===== src/rtl/reor_pkg.sv =====
// reor_pkg: shared encodings for the sequential reduction controller.
//   op_t    - 2-input operation applied along the reduction chain.
//   state_t - controller state (IDLE / STEP / DONE).
//   is_determining - true when acc already fixes the final result.
package reor_pkg;

  typedef enum logic [1:0] {
    OP_OR  = 2'd0,
    OP_AND = 2'd1,
    OP_XOR = 2'd2,
    OP_NOR = 2'd3
  } op_t;

  typedef enum logic [1:0] {
    IDLE = 2'd0,
    STEP = 2'd1,
    DONE = 2'd2
  } state_t;

  // OR/NOR saturate at 1, AND saturates at 0, XOR never saturates.
  function automatic logic is_determining(input op_t op, input logic acc);
    logic det;
    det = 1'b0;
    case (op)
      OP_OR, OP_NOR: det = acc;
      OP_AND:        det = ~acc;
      default:       det = 1'b0;
    endcase
    return det;
  endfunction

endpackage


===== src/rtl/reor_step_gate.sv =====
// reor_step_gate: the single shared 2-input gate the controller sequences.
//   a, b : gate inputs (a = current operand bit, b = accumulator)
//   op   : operation select
//   y    : gate output
// NOR evaluates as OR; the inversion is applied once on the final result.
module reor_step_gate
  import reor_pkg::*;
(
  input  logic a,
  input  logic b,
  input  op_t  op,
  output logic y
);

  always_comb begin
    y = 1'b0;
    case (op)
      OP_AND:  y = a & b;
      OP_XOR:  y = a ^ b;
      default: y = a | b;
    endcase
  end

endmodule


===== src/rtl/reor_seq_ctrl.sv =====
// reor_seq_ctrl: reduces a WIDTH-bit vector one bit per clock through a
// single shared gate: acc = din[0]; acc = din[i] op acc for i = 1..WIDTH-1.
//   clk, rst      : clock, asynchronous active-high reset
//   start, op, din: request; sampled only while ready
//   ready / busy / done : IDLE / STEP / DONE (done is a one-cycle pulse)
//   result, steps : reduction result and gate evaluations used; both
//                   update only on entry to DONE and hold otherwise
// Handshake: a request is taken on a rising edge where start && ready;
// start at any other time is dropped, never queued.
module reor_seq_ctrl
  import reor_pkg::*;
#(
  parameter int WIDTH      = 8,
  parameter int EARLY_EXIT = 1,
  localparam int CW        = $clog2(WIDTH + 1)
) (
  input  logic             clk,
  input  logic             rst,
  input  logic             start,
  input  logic [1:0]       op,
  input  logic [WIDTH-1:0] din,
  output logic             ready,
  output logic             busy,
  output logic             done,
  output logic             result,
  output logic [CW-1:0]    steps
);

  localparam logic [CW-1:0] LAST_IDX = CW'(WIDTH - 1);

  state_t           state, state_n;
  logic [WIDTH-1:0] din_q;
  op_t              op_q;
  logic             acc;
  logic [CW-1:0]    idx;
  logic [CW-1:0]    cnt;

  logic          load, step_en, fin;
  logic          bit_sel, gate_y;
  logic          final_acc;
  logic [CW-1:0] final_cnt;
  op_t           final_op;

  // Mux the current operand bit out of the shadow register; a compare
  // loop keeps the index width independent of the vector width.
  always_comb begin
    bit_sel = 1'b0;
    for (int i = 0; i < WIDTH; i++) begin
      if (idx == CW'(i)) bit_sel = din_q[i];
    end
  end

  reor_step_gate u_gate (
    .a  (bit_sel),
    .b  (acc),
    .op (op_q),
    .y  (gate_y)
  );

  always_ff @(posedge clk or posedge rst) begin
    if (rst) state <= IDLE;
    else     state <= state_n;
  end

  always_comb begin
    state_n = state;
    load    = 1'b0;
    step_en = 1'b0;
    case (state)
      IDLE: begin
        if (start) begin
          load    = 1'b1;
          state_n = (WIDTH == 1) ? DONE : STEP;
        end
      end
      STEP: begin
        step_en = 1'b1;
        if (idx == LAST_IDX ||
            (EARLY_EXIT != 0 && is_determining(op_q, gate_y)))
          state_n = DONE;
      end
      DONE:    state_n = IDLE;
      default: state_n = IDLE;
    endcase
  end

  // Values that land in result/steps on the edge that enters DONE. From
  // IDLE (WIDTH==1) nothing was evaluated; from STEP the step just taken
  // counts.
  assign fin       = (state_n == DONE) && (state != DONE);
  assign final_acc = (state == IDLE) ? din[0] : gate_y;
  assign final_cnt = (state == IDLE) ? '0 : cnt + CW'(1);
  assign final_op  = (state == IDLE) ? op_t'(op) : op_q;

  always_ff @(posedge clk or posedge rst) begin
    if (rst) begin
      din_q  <= '0;
      op_q   <= OP_OR;
      acc    <= 1'b0;
      idx    <= '0;
      cnt    <= '0;
      result <= 1'b0;
      steps  <= '0;
    end else begin
      if (load) begin
        din_q <= din;
        op_q  <= op_t'(op);
        acc   <= din[0];
        idx   <= CW'(1);
        cnt   <= '0;
      end else if (step_en) begin
        acc <= gate_y;
        idx <= idx + CW'(1);
        cnt <= cnt + CW'(1);
      end
      if (fin) begin
        result <= (final_op == OP_NOR) ? ~final_acc : final_acc;
        steps  <= final_cnt;
      end
    end
  end

  assign ready = (state == IDLE);
  assign busy  = (state == STEP);
  assign done  = (state == DONE);

endmodule


===== config.mk =====
export PLATFORM = sky130hd
export DESIGN_NAME = reor_seq_ctrl
export DESIGN_NICKNAME = d
export VERILOG_FILES = /design/src/rtl/reor_pkg.sv /design/src/rtl/reor_step_gate.sv /design/src/rtl/reor_seq_ctrl.sv
export SDC_FILE = /design/constraint.sdc
export NUM_CORES = 1
export LEC_CHECK = 0
export CAP_MARGIN = 20
export CORE_ASPECT_RATIO = 1.4
export CORE_MARGIN = 2
export CORE_UTILIZATION = 55
export DETAILED_ROUTE_END_ITERATION = 8
export GPL_ROUTABILITY_DRIVEN = 0
export HOLD_SLACK_MARGIN = 0.03
export PLACE_DENSITY = 0.81
export SETUP_SLACK_MARGIN = 0.5
export SKIP_CTS_REPAIR_TIMING = 1
export SLEW_MARGIN = 15
export SYNTH_ARGS = -nofsm -noshare
export SYNTH_HDL_FRONTEND = slang
export SYNTH_HIERARCHICAL = 1
export SYNTH_SLANG_ARGS = --single-unit

===== constraint.sdc =====
create_clock -name clk -period 5.2 [get_ports clk]
set_input_delay 0.78 -clock clk [delete_from_list [all_inputs] [get_ports clk]]
set_output_delay 0.78 -clock clk [all_outputs]
set_load 0.03 [all_outputs]

======== Yosys cells after proc, flatten, opt, wreduce, memory -nomap -nowiden ========
Cells that the tools add are included.
storage, ports and cells
  register bits after elaboration ......... 26
  input port bits ......................... 13
cells by class
  $add $sub $neg .......................... 2
  eq/ne operators ......................... 15
  muxes and demuxes ....................... 27
  bitwise logic cells ..................... 5
  reduce and logical (&&, ||, !) cells .... 7
operator list
  cell                                                                    number
  4-bit two-way mux                                                       5
  4-bit by 3-bit equality test with 1-bit output (second input constant)  4
  1-bit two-way mux                                                       16
  2-bit equality test (second input constant)                             5
  4-bit by 1-bit adder with 4-bit output (second input constant)          2
  4-bit by 2-bit equality test with 1-bit output (second input constant)  2
  2-bit two-way mux                                                       3
  2-bit by 1-bit equality test with 1-bit output (second input constant)  2
  4-bit by 1-bit equality test with 1-bit output (second input constant)  1
  2-bit logical NOT                                                       2
  4-bit logical NOT                                                       1
  1-bit one-hot mux with 2 select lines                                   2
  2-bit one-hot mux with 2 select lines                                   1
  2-bit != test (second input constant)                                   1
  1-bit NOT                                                               2
  2-bit nonzero test                                                      1
  2-bit OR reduction                                                      1
  1-bit AND                                                               1
  1-bit logical AND                                                       1
  1-bit logical OR                                                        1
  1-bit OR                                                                1
  1-bit XOR                                                               1

======== Logic depth before layout (Yosys ltp) ========
Gate-level depths: netlist of the first run.
  word-level depth ........................ 19
  depth in mapped cells ................... 14

======== By module ========
Netlist of the first run, hierarchy kept.
modules (own cells, without submodules)
  module          instances  cells each  area each (µm²)
  reor_seq_ctrl   1          131         1,257.5
  reor_step_gate  1          10          85.1

======== Worst setup path before layout of the first run ========
Ideal clock, no wire load.
  path kind ............................... reg-to-reg
  start point ............................. register idx[0]
  end point ............................... register result
  library setup time ...................... 125 ps
  arrival ................................. 2,815 ps
  data required time ...................... 5,075 ps
  path slack .............................. 2,260 ps
  cell stages (with the launch flop) ...... 14
  path buffers ............................ 0
  clock period less this slack ............ 2,940 ps
  cells stage by stage .................... dfrtp_1 -> inv_1 -> ha_1 -> nand2_1 -> o21ai_0 -> mux4_1 -> o21a_1 -> inv_1 -> ha_1 -> a221oi_2 -> a21oi_1 -> mux2i_1 -> a21oi_4 -> mux2_4
between the ends
  cells in the longest elaborated chain, start to end .. 19
  elaborated cells on any way between the ends .. 31
ends and longest elaborated chain
  what                                     RTL line              text
  from (decl)                              reor_seq_ctrl.sv:35   logic [CW-1:0] idx;
  from (signal assigned)                   reor_seq_ctrl.sv:113  idx <= idx + CW'(1);
  4-bit logical NOT                        reor_seq_ctrl.sv:49   if (idx == CW'(i)) bit_sel = din_q[i];
  1-bit two-way mux (7 in a row)           reor_seq_ctrl.sv:49
  1-bit two-way mux *                      reor_seq_ctrl.sv:49
  named net bit_sel                        reor_seq_ctrl.sv:39   logic bit_sel, gate_y;
  1-bit OR, or another cell as far along   reor_step_gate.sv:20  default: y = a | b;
  1-bit one-hot mux with 2 select lines *  reor_step_gate.sv:17  case (op)
  named net gate_y                         reor_seq_ctrl.sv:39
  1-bit NOT                                reor_pkg.sv:26        OP_AND: det = ~acc;
  1-bit one-hot mux with 2 select lines *  reor_pkg.sv:24        case (op)
  1-bit two-way mux *                      reor_seq_ctrl.sv:69   case (state)
  1-bit logical OR *                       reor_seq_ctrl.sv:78   if (idx == LAST_IDX ||
  2-bit two-way mux *                      reor_seq_ctrl.sv:78
  2-bit one-hot mux with 2 select lines *  reor_seq_ctrl.sv:69
  named net state_n[1]                     reor_seq_ctrl.sv:31   state_t state, state_n;
  2-bit equality test *                    reor_seq_ctrl.sv:90   assign fin = (state_n == DONE) && (state != DONE);
  1-bit logical AND *                      reor_seq_ctrl.sv:90
  to (signal assigned)                     reor_seq_ctrl.sv:117  result <= (final_op == OP_NOR) ? ~final_acc : final_acc;
  to (decl)                                reor_seq_ctrl.sv:25   output logic result,
Mark *: on every way through the listed nets, which the timed path passes. The rest lies on a longest branch. The select of a mux whose other input is x is not followed.
A chain may end at the register's enable or synchronous reset.

======== Worst setup path in the final report of the first run ========
  start point ............................. register idx[1]
  end point ............................... register steps[1]
between the ends
  cells in the longest elaborated chain, start to end .. 19
  elaborated cells on any way between the ends .. 28
ends and longest elaborated chain
  what                                     RTL line              text
  4-bit logical NOT                        reor_seq_ctrl.sv:49
  1-bit two-way mux (7 in a row)           reor_seq_ctrl.sv:49
  1-bit two-way mux *                      reor_seq_ctrl.sv:49
  named net bit_sel                        reor_seq_ctrl.sv:39
  1-bit OR, or another cell as far along   reor_step_gate.sv:20
  1-bit one-hot mux with 2 select lines *  reor_step_gate.sv:17
  named net gate_y                         reor_seq_ctrl.sv:39
  1-bit NOT                                reor_pkg.sv:26
  1-bit one-hot mux with 2 select lines *  reor_pkg.sv:24
  1-bit two-way mux *                      reor_seq_ctrl.sv:69
  1-bit logical OR *                       reor_seq_ctrl.sv:78
  2-bit two-way mux *                      reor_seq_ctrl.sv:78
  2-bit one-hot mux with 2 select lines *  reor_seq_ctrl.sv:69
  named net state_n[1]                     reor_seq_ctrl.sv:31
  2-bit equality test *                    reor_seq_ctrl.sv:90
  1-bit logical AND *                      reor_seq_ctrl.sv:90
  to (signal assigned)                     reor_seq_ctrl.sv:118  steps <= final_cnt;
  to (decl)                                reor_seq_ctrl.sv:26   output logic [CW-1:0] steps
Marks and branches as above.

==> metrics.txt, run 1 <==
status=finished clean; Final Max Slew Viols=0; Die Area=2860 sq um; Combinational Power Share=0.539; Worst Tran Pin Value=508 ps; async set-reset flop share out of synthesis=1.00; Yosys top cell area share=0.485; Final #Nets=188; CTS Buffer Depth=2; critical path class=reg -> reg; Sequential Power Share=0.363; CTS tree=done; Skew-Pair Late Insertion Delay=320 ps; vias in the first global route=1045; area of the multi-input gates=633 sq um; Core Util, Final=0.680; post-layout minimum cycle time=3270 ps; sequential element share of the synthesized area=0.485; Psw=0.456 mW; final non-filler cell area=1610 sq um; number of synthesized flops with an enable pin=0; Max Clock Skew=3.31 ps; drt via density=5.58; CTS H-tree lvls=1; Total Power=1.04 mW; TNS Setup=0 ps; TritonCTS buffer count=3; Sw Ratio=0.437; number of DRC markers in iteration 0=35; Seq cells post-synth=26; clock power share=0.097; power density cells=648 nW/um^2; Clock Sinks=26; starting density of the core=0.568; Final Hold Vio Count=0; first-pass GRT wire length=4.37 mm; Slowest-stage cell, CP=mux4_1; Peak Freq=306 MHz; Max Cap Viol=0; total iterations of the first detailed-routing run=5; Synth Cell Area=1340 sq um; Max rail drop VDD=353 uV; Slew headroom=0.661; I/O Buffers=20; # setup viols final=0; share of layout cells above drive strength 1=0.0671; DIE HEIGHT=62.5 um; Core Rows=21; Power Internal=0.587 mW; Lkg Pwr=0.782 nW; total global-route track usage=0.203; Min-Delay Path Class=reg -> reg; Max FO, Critical Path=9; critical path startpoint category=flop; total gr overflow=0; Main synth FF type=dfrtp_1; Mapped Nets=164; number of fill cells in the layout=200; Die Wd=45.8 um; final worst-path cycle share=0.629; top cell type by total area after synthesis=dfrtp_1; DR vias=1043; CP Buf/Inv Count=2; Worst Path Arrival=3490 ps; Reg area=651 sq um; Clock Pin Slew Worst Setup and Hold Paths=130 ps; CP required=5420 ps; Cells after Synth=141; antenna violations before repair=0; core area=2360 sq um; synth warn=6; Area Overhead vs Synth=19.9%; HPWL reported at the end of detailed placement=1.93 mm; Worst path top cell family by delay=multiplexers; critical path's largest stage delay=510 ps; I/O pin cnt=21; post-synth cell types=27; final WL=2.64 mm; Post-DP Area=1560 sq um; Worst Setup End Kind=flop; Antenna Cells=0; post-detailed-route count of antenna-violating nets=0; Root Buffer=clkbuf_4; Cell Chain, Critical Path=inv_1 > ha_1 > nand2_1 > o21ai_0 > mux4_1 > o21a_1 > inv_1 > ha_1 > a221oi_2 > a21oi_1 > mux2i_1 > a21oi_4 > mux2_4; WL/cell=14.1 um; Synth Area per Inst=9.52 sq um; top post-synthesis cells by area=dfrtp_1, nand2_1, ha_1; pin count of the biggest net entering global routing=27; DRC Markers=0; RSZ-0062 raised after global routing=no; flop-to-flop setup slack=1930 ps
-- path summary, 6_finish.rpt --
check / startpoint / depth (start not counted) / to
min in group asynchronous: rst / 2 / op_q[0]$_DFFE_PP0P_
max in group asynchronous: rst / 3 / cnt[0]$_DFFE_PP0P_
setup / recovery: idx[1]$_DFFE_PP0P_ / 13 / steps[1]$_DFFE_PP0P_
setup reg to reg: idx[1]$_DFFE_PP0P_ / 13 / steps[1]$_DFFE_PP0P_
hold reg to reg: din_q[5]$_DFFE_PP0P_ / 2 / din_q[5]$_DFFE_PP0P_
hold / removal: din_q[5]$_DFFE_PP0P_ / 2 / din_q[5]$_DFFE_PP0P_
-- stage by stage --
step                setup WS (ps)  std cells  hold slack (ps)
floorplan                    2260        141              438
global placement             2160        182              462
detailed placement           2000        182              471
CTS                          1930        186              502
global route                 1700        187              519
finish                       1930        187              498
-- layer usage --
| metal | GRT usage | part of all wire |
|---|---|---|
| met5 | 0 | 0 |
| met4 | 0.0750 | 0.017 |
| met3 | 0.0173 | 0.017 |
| met2 | 0.356 | 0.53 |
| met1 | 0.247 | 0.43 |
-- layout by cell type, fill, tap and decap left out, types with 2 or more instances in the layout --
cell type / count
a21oi_1: 7
clkbuf_4: 3
clkdlybuf4s50_1: 20
dfrtp_1: 26
ha_1: 10
inv_1: 9
mux2_4: 2
mux2i_1: 2
nand2_1: 40
nand2b_1: 2
nand3_1: 6
nor2_1: 7
o21ai_0: 12
xnor2_1: 2
-- cells by family (layout without fill, tap and decap cells) --
logic type / after synthesis / in the layout / share of synthesized area
buf+inv: 13 / 36 / 0.0438
flops: 26 / 26 / 0.485
simple gates: 59 / 59 / 0.185
xor+xnor: 3 / 3 / 0.0196
fa+ha+maj: 10 / 10 / 0.0932
compound gates: 25 / 25 / 0.117
mux: 5 / 5 / 0.0569
-- power by group through the flow --
stage	logic (mW)	clock network, mW	registers (mW)
floorplan	0.387	0	0.400
CTS	0.567	0.103	0.378
finish	0.563	0.102	0.379
detailed placement	0.561	0	0.383
global placement	0.535	0	0.378
global route	0.626	0.112	0.391
-- state kept, by name, indices dropped and copies added, names as in the netlist --
| name | cells |
|---|---|
| acc | 1 |
| cnt | 4 |
| din_q | 8 |
| idx | 4 |
| op_q | 2 |
| result | 1 |
| state | 2 |
| steps | 4 |
-- synth_stat cells (2+ instances only) --
cell	instances
nand3_1	6
ha_1	10
xnor2_1	2
a21oi_1	7
nor2_1	7
buf_2	2
o21ai_0	12
dfrtp_1	26
mux2i_1	2
nand2_1	40
mux2_4	2
nand2b_1	2
inv_1	9
-- layout make-up --
type,instances,share of cell area
sequential,26,0.404
multi-input combinational,102,0.393
timing repair buffer,22,0.138
inverter,10,0.0233
clock buffer,4,0.0226
tap,23,0.0179
-- worst register-to-register path, stage by stage (launching register included) --
cell and delay (ps):
dfrtp_1 430, inv_1 100, ha_1 230, nand2_1 80, o21ai_0 100, mux4_1 510, o21a_1 200, inv_1 60
ha_1 240, a221oi_2 250, a21oi_1 130, mux2i_1 210, a21oi_4 310, mux2_4 330
(Power assumes the default switching activity.)
==> inputs of run 2 (changes only) <==
Settings changed: CORE_UTILIZATION 55 to 47, PLACE_DENSITY 0.81 to 0.74.
Clock period 5.2 ns to 2.85 ns, I/O delays scaled along.
==> run 2 against run 1 <==
Clock skew decreased by 0.80 ps. Flip-flop and latch count unchanged. Design area increased by 9.6%. Sequential share of layout area decreased by 3.5 points. Critical path type unchanged. The run now ends with negative setup slack left. Global-route usage decreased by 0.59 points. Critical path depth decreased by 1. Power increased by 120%. Utilization decreased by 2.0 points. Count of clock-buffer cells in the layout unchanged. Maximum frequency increased by 14%.
==> metrics.txt, run 2 (synthesis results as in run 1) <==
final worst-path cycle share=1.00; WL/cell=14.5 um; Root Buffer=clkbuf_4; Core Util, Final=0.661; CP Buf/Inv Count=1; highest-count cells in the layout ignoring fill and taps=nand2_1, dfrtp_1, clkdlybuf4s50_1; CP required=3090 ps; Min-Delay Path Class=in -> async; Final Max Slew Viols=0; max FFs per register=8; status=finished, violations left; pin count of the biggest net entering global routing=24; setup ws final=-6.70 ps; power density cells=1280 nW/um^2; CP endpoint=result$_DFFE_PP0P_; Max Clock Skew=2.52 ps; post-detailed-route count of antenna-violating nets=0; Final Hold Vio Count=0; CTS Buffer Depth=2; Max rail drop VDD=847 uV; antenna violations before repair=0; Slowest-stage cell, CP=dfrtp_2; Die Wd=49.2 um; Antenna Cells=0; Die Area=3310 sq um; RSZ-0062 raised after global routing=yes; Cell Chain, Critical Path=ha_4 > nand2_2 > o21ai_1 > mux4_2 > o21a_1 > inv_2 > ha_4 > a221oi_2 > a21oi_2 > mux2i_2 > a21oi_4 > mux2_4; core area=2670 sq um; TritonCTS buffer count=3; DR vias=1076; Lkg Pwr=0.826 nW; Largest Register=din_q; Worst path top cell family by delay=multiplexers; total global-route track usage=0.197; number of DRC markers in iteration 0=16; WP depth=12; TNS Setup=-15.6 ps; DIE HEIGHT=67.2 um; Worst Path Arrival=3090 ps; Clock Sinks=26; total gr overflow=0; DRC Markers=0; CP most frequent cell=ha_4; I/O pin cnt=21; Final #Nets=195; Peak Freq=350 MHz; vias in the first global route=1097; critical path's largest stage delay=490 ps; final WL=3.00 mm; Total Power=2.26 mW; reg-to-reg startpoint=idx[0]$_DFFE_PP0P_; CTS tree=done; first-pass GRT wire length=4.88 mm; Max Cap Viol=0; # setup viols final=3; HPWL reported at the end of detailed placement=2.11 mm; critical path startpoint category=flop; starting density of the core=0.503; failing checks=negative setup slack; Max FO, Critical Path=5; Area Overhead vs Synth=31.4%; Skew-Pair Late Insertion Delay=330 ps; Worst Setup SP=idx[0]$_DFFE_PP0P_; Clock Pin Slew Worst Setup and Hold Paths=140 ps; Worst Tran Pin Value=509 ps; post-layout minimum cycle time=2860 ps; share of layout cells above drive strength 1=0.228; Slew headroom=0.660; Worst Setup End Kind=flop; total iterations of the first detailed-routing run=4; flop-to-flop setup slack=-7 ps; Placed Cells=200; most common cell after layout, fill and taps aside=nand2_1; CTS H-tree lvls=1; I/O Buffers=20; Post-Layout Cell Count=207; Core Rows=22; Reg2Reg Depth=12; worst r2r dst=result$_DFFE_PP0P_; drt via density=5.20; critical path class=reg -> reg
-- run 2: changes by cell type in the layout (fill, tap and decap cells not counted), sizes merged --
cell,before,now
buf,2,9
clkdlybuf4s50,20,19
dlymetal6s2s,0,1
-- run 2: how the worst min path moves through the flow --
stage	start	end	slack (ps)	cells past startpoint
4_1_cts	rst	acc$_DFFE_PP0P_	240	2
2_1_floorplan	din_q[2]$_DFFE_PP0P_	din_q[2]$_DFFE_PP0P_	440	2
5_1_grt	rst	idx[0]$_DFFE_PP0P_	240	2
3_3_place_gp	din_q[7]$_DFFE_PP0P_	din_q[7]$_DFFE_PP0P_	460	2
6_report	rst	acc$_DFFE_PP0P_	240	2
3_5_place_dp	din_q[3]$_DFFE_PP0P_	din_q[3]$_DFFE_PP0P_	470	2
-- run 2: per-layer routing --
metal,track usage,vias to the layer above,part of all wire
li1,-,528,-
met1,0.222,521,0.40
met2,0.361,20,0.54
met3,0.0376,7,0.029
met4,0.0893,0,0.025
met5,0,-,0
-- run 2: final cells by class --
type	count	area, sq um
multi-input combinational	102	717
tap	36	45.0
clock buffer	4	36.3
sequential	26	652
inverter	10	40.0
fill	231	906
timing repair buffer	29	274
-- run 2: through the flow --
stage                     setup slack (ps)  area [sq um]  hold WS [ps]
after floorplan                       26.2          1370           440
after global placement                24.2          1640           463
after detailed placement             -95.6          1640           466
after CTS                             -119          1680           242
after global routing                  -138          1760           242
final                                -6.70          1760           243
-- run 2: power breakdown --
part,switching [mW],internal [mW],leakage (nW)
combinational,0.709,0.644,0.483
sequential,0.174,0.544,0.322
clock,0.114,0.0784,0.0210
total,0.996,1.27,0.826
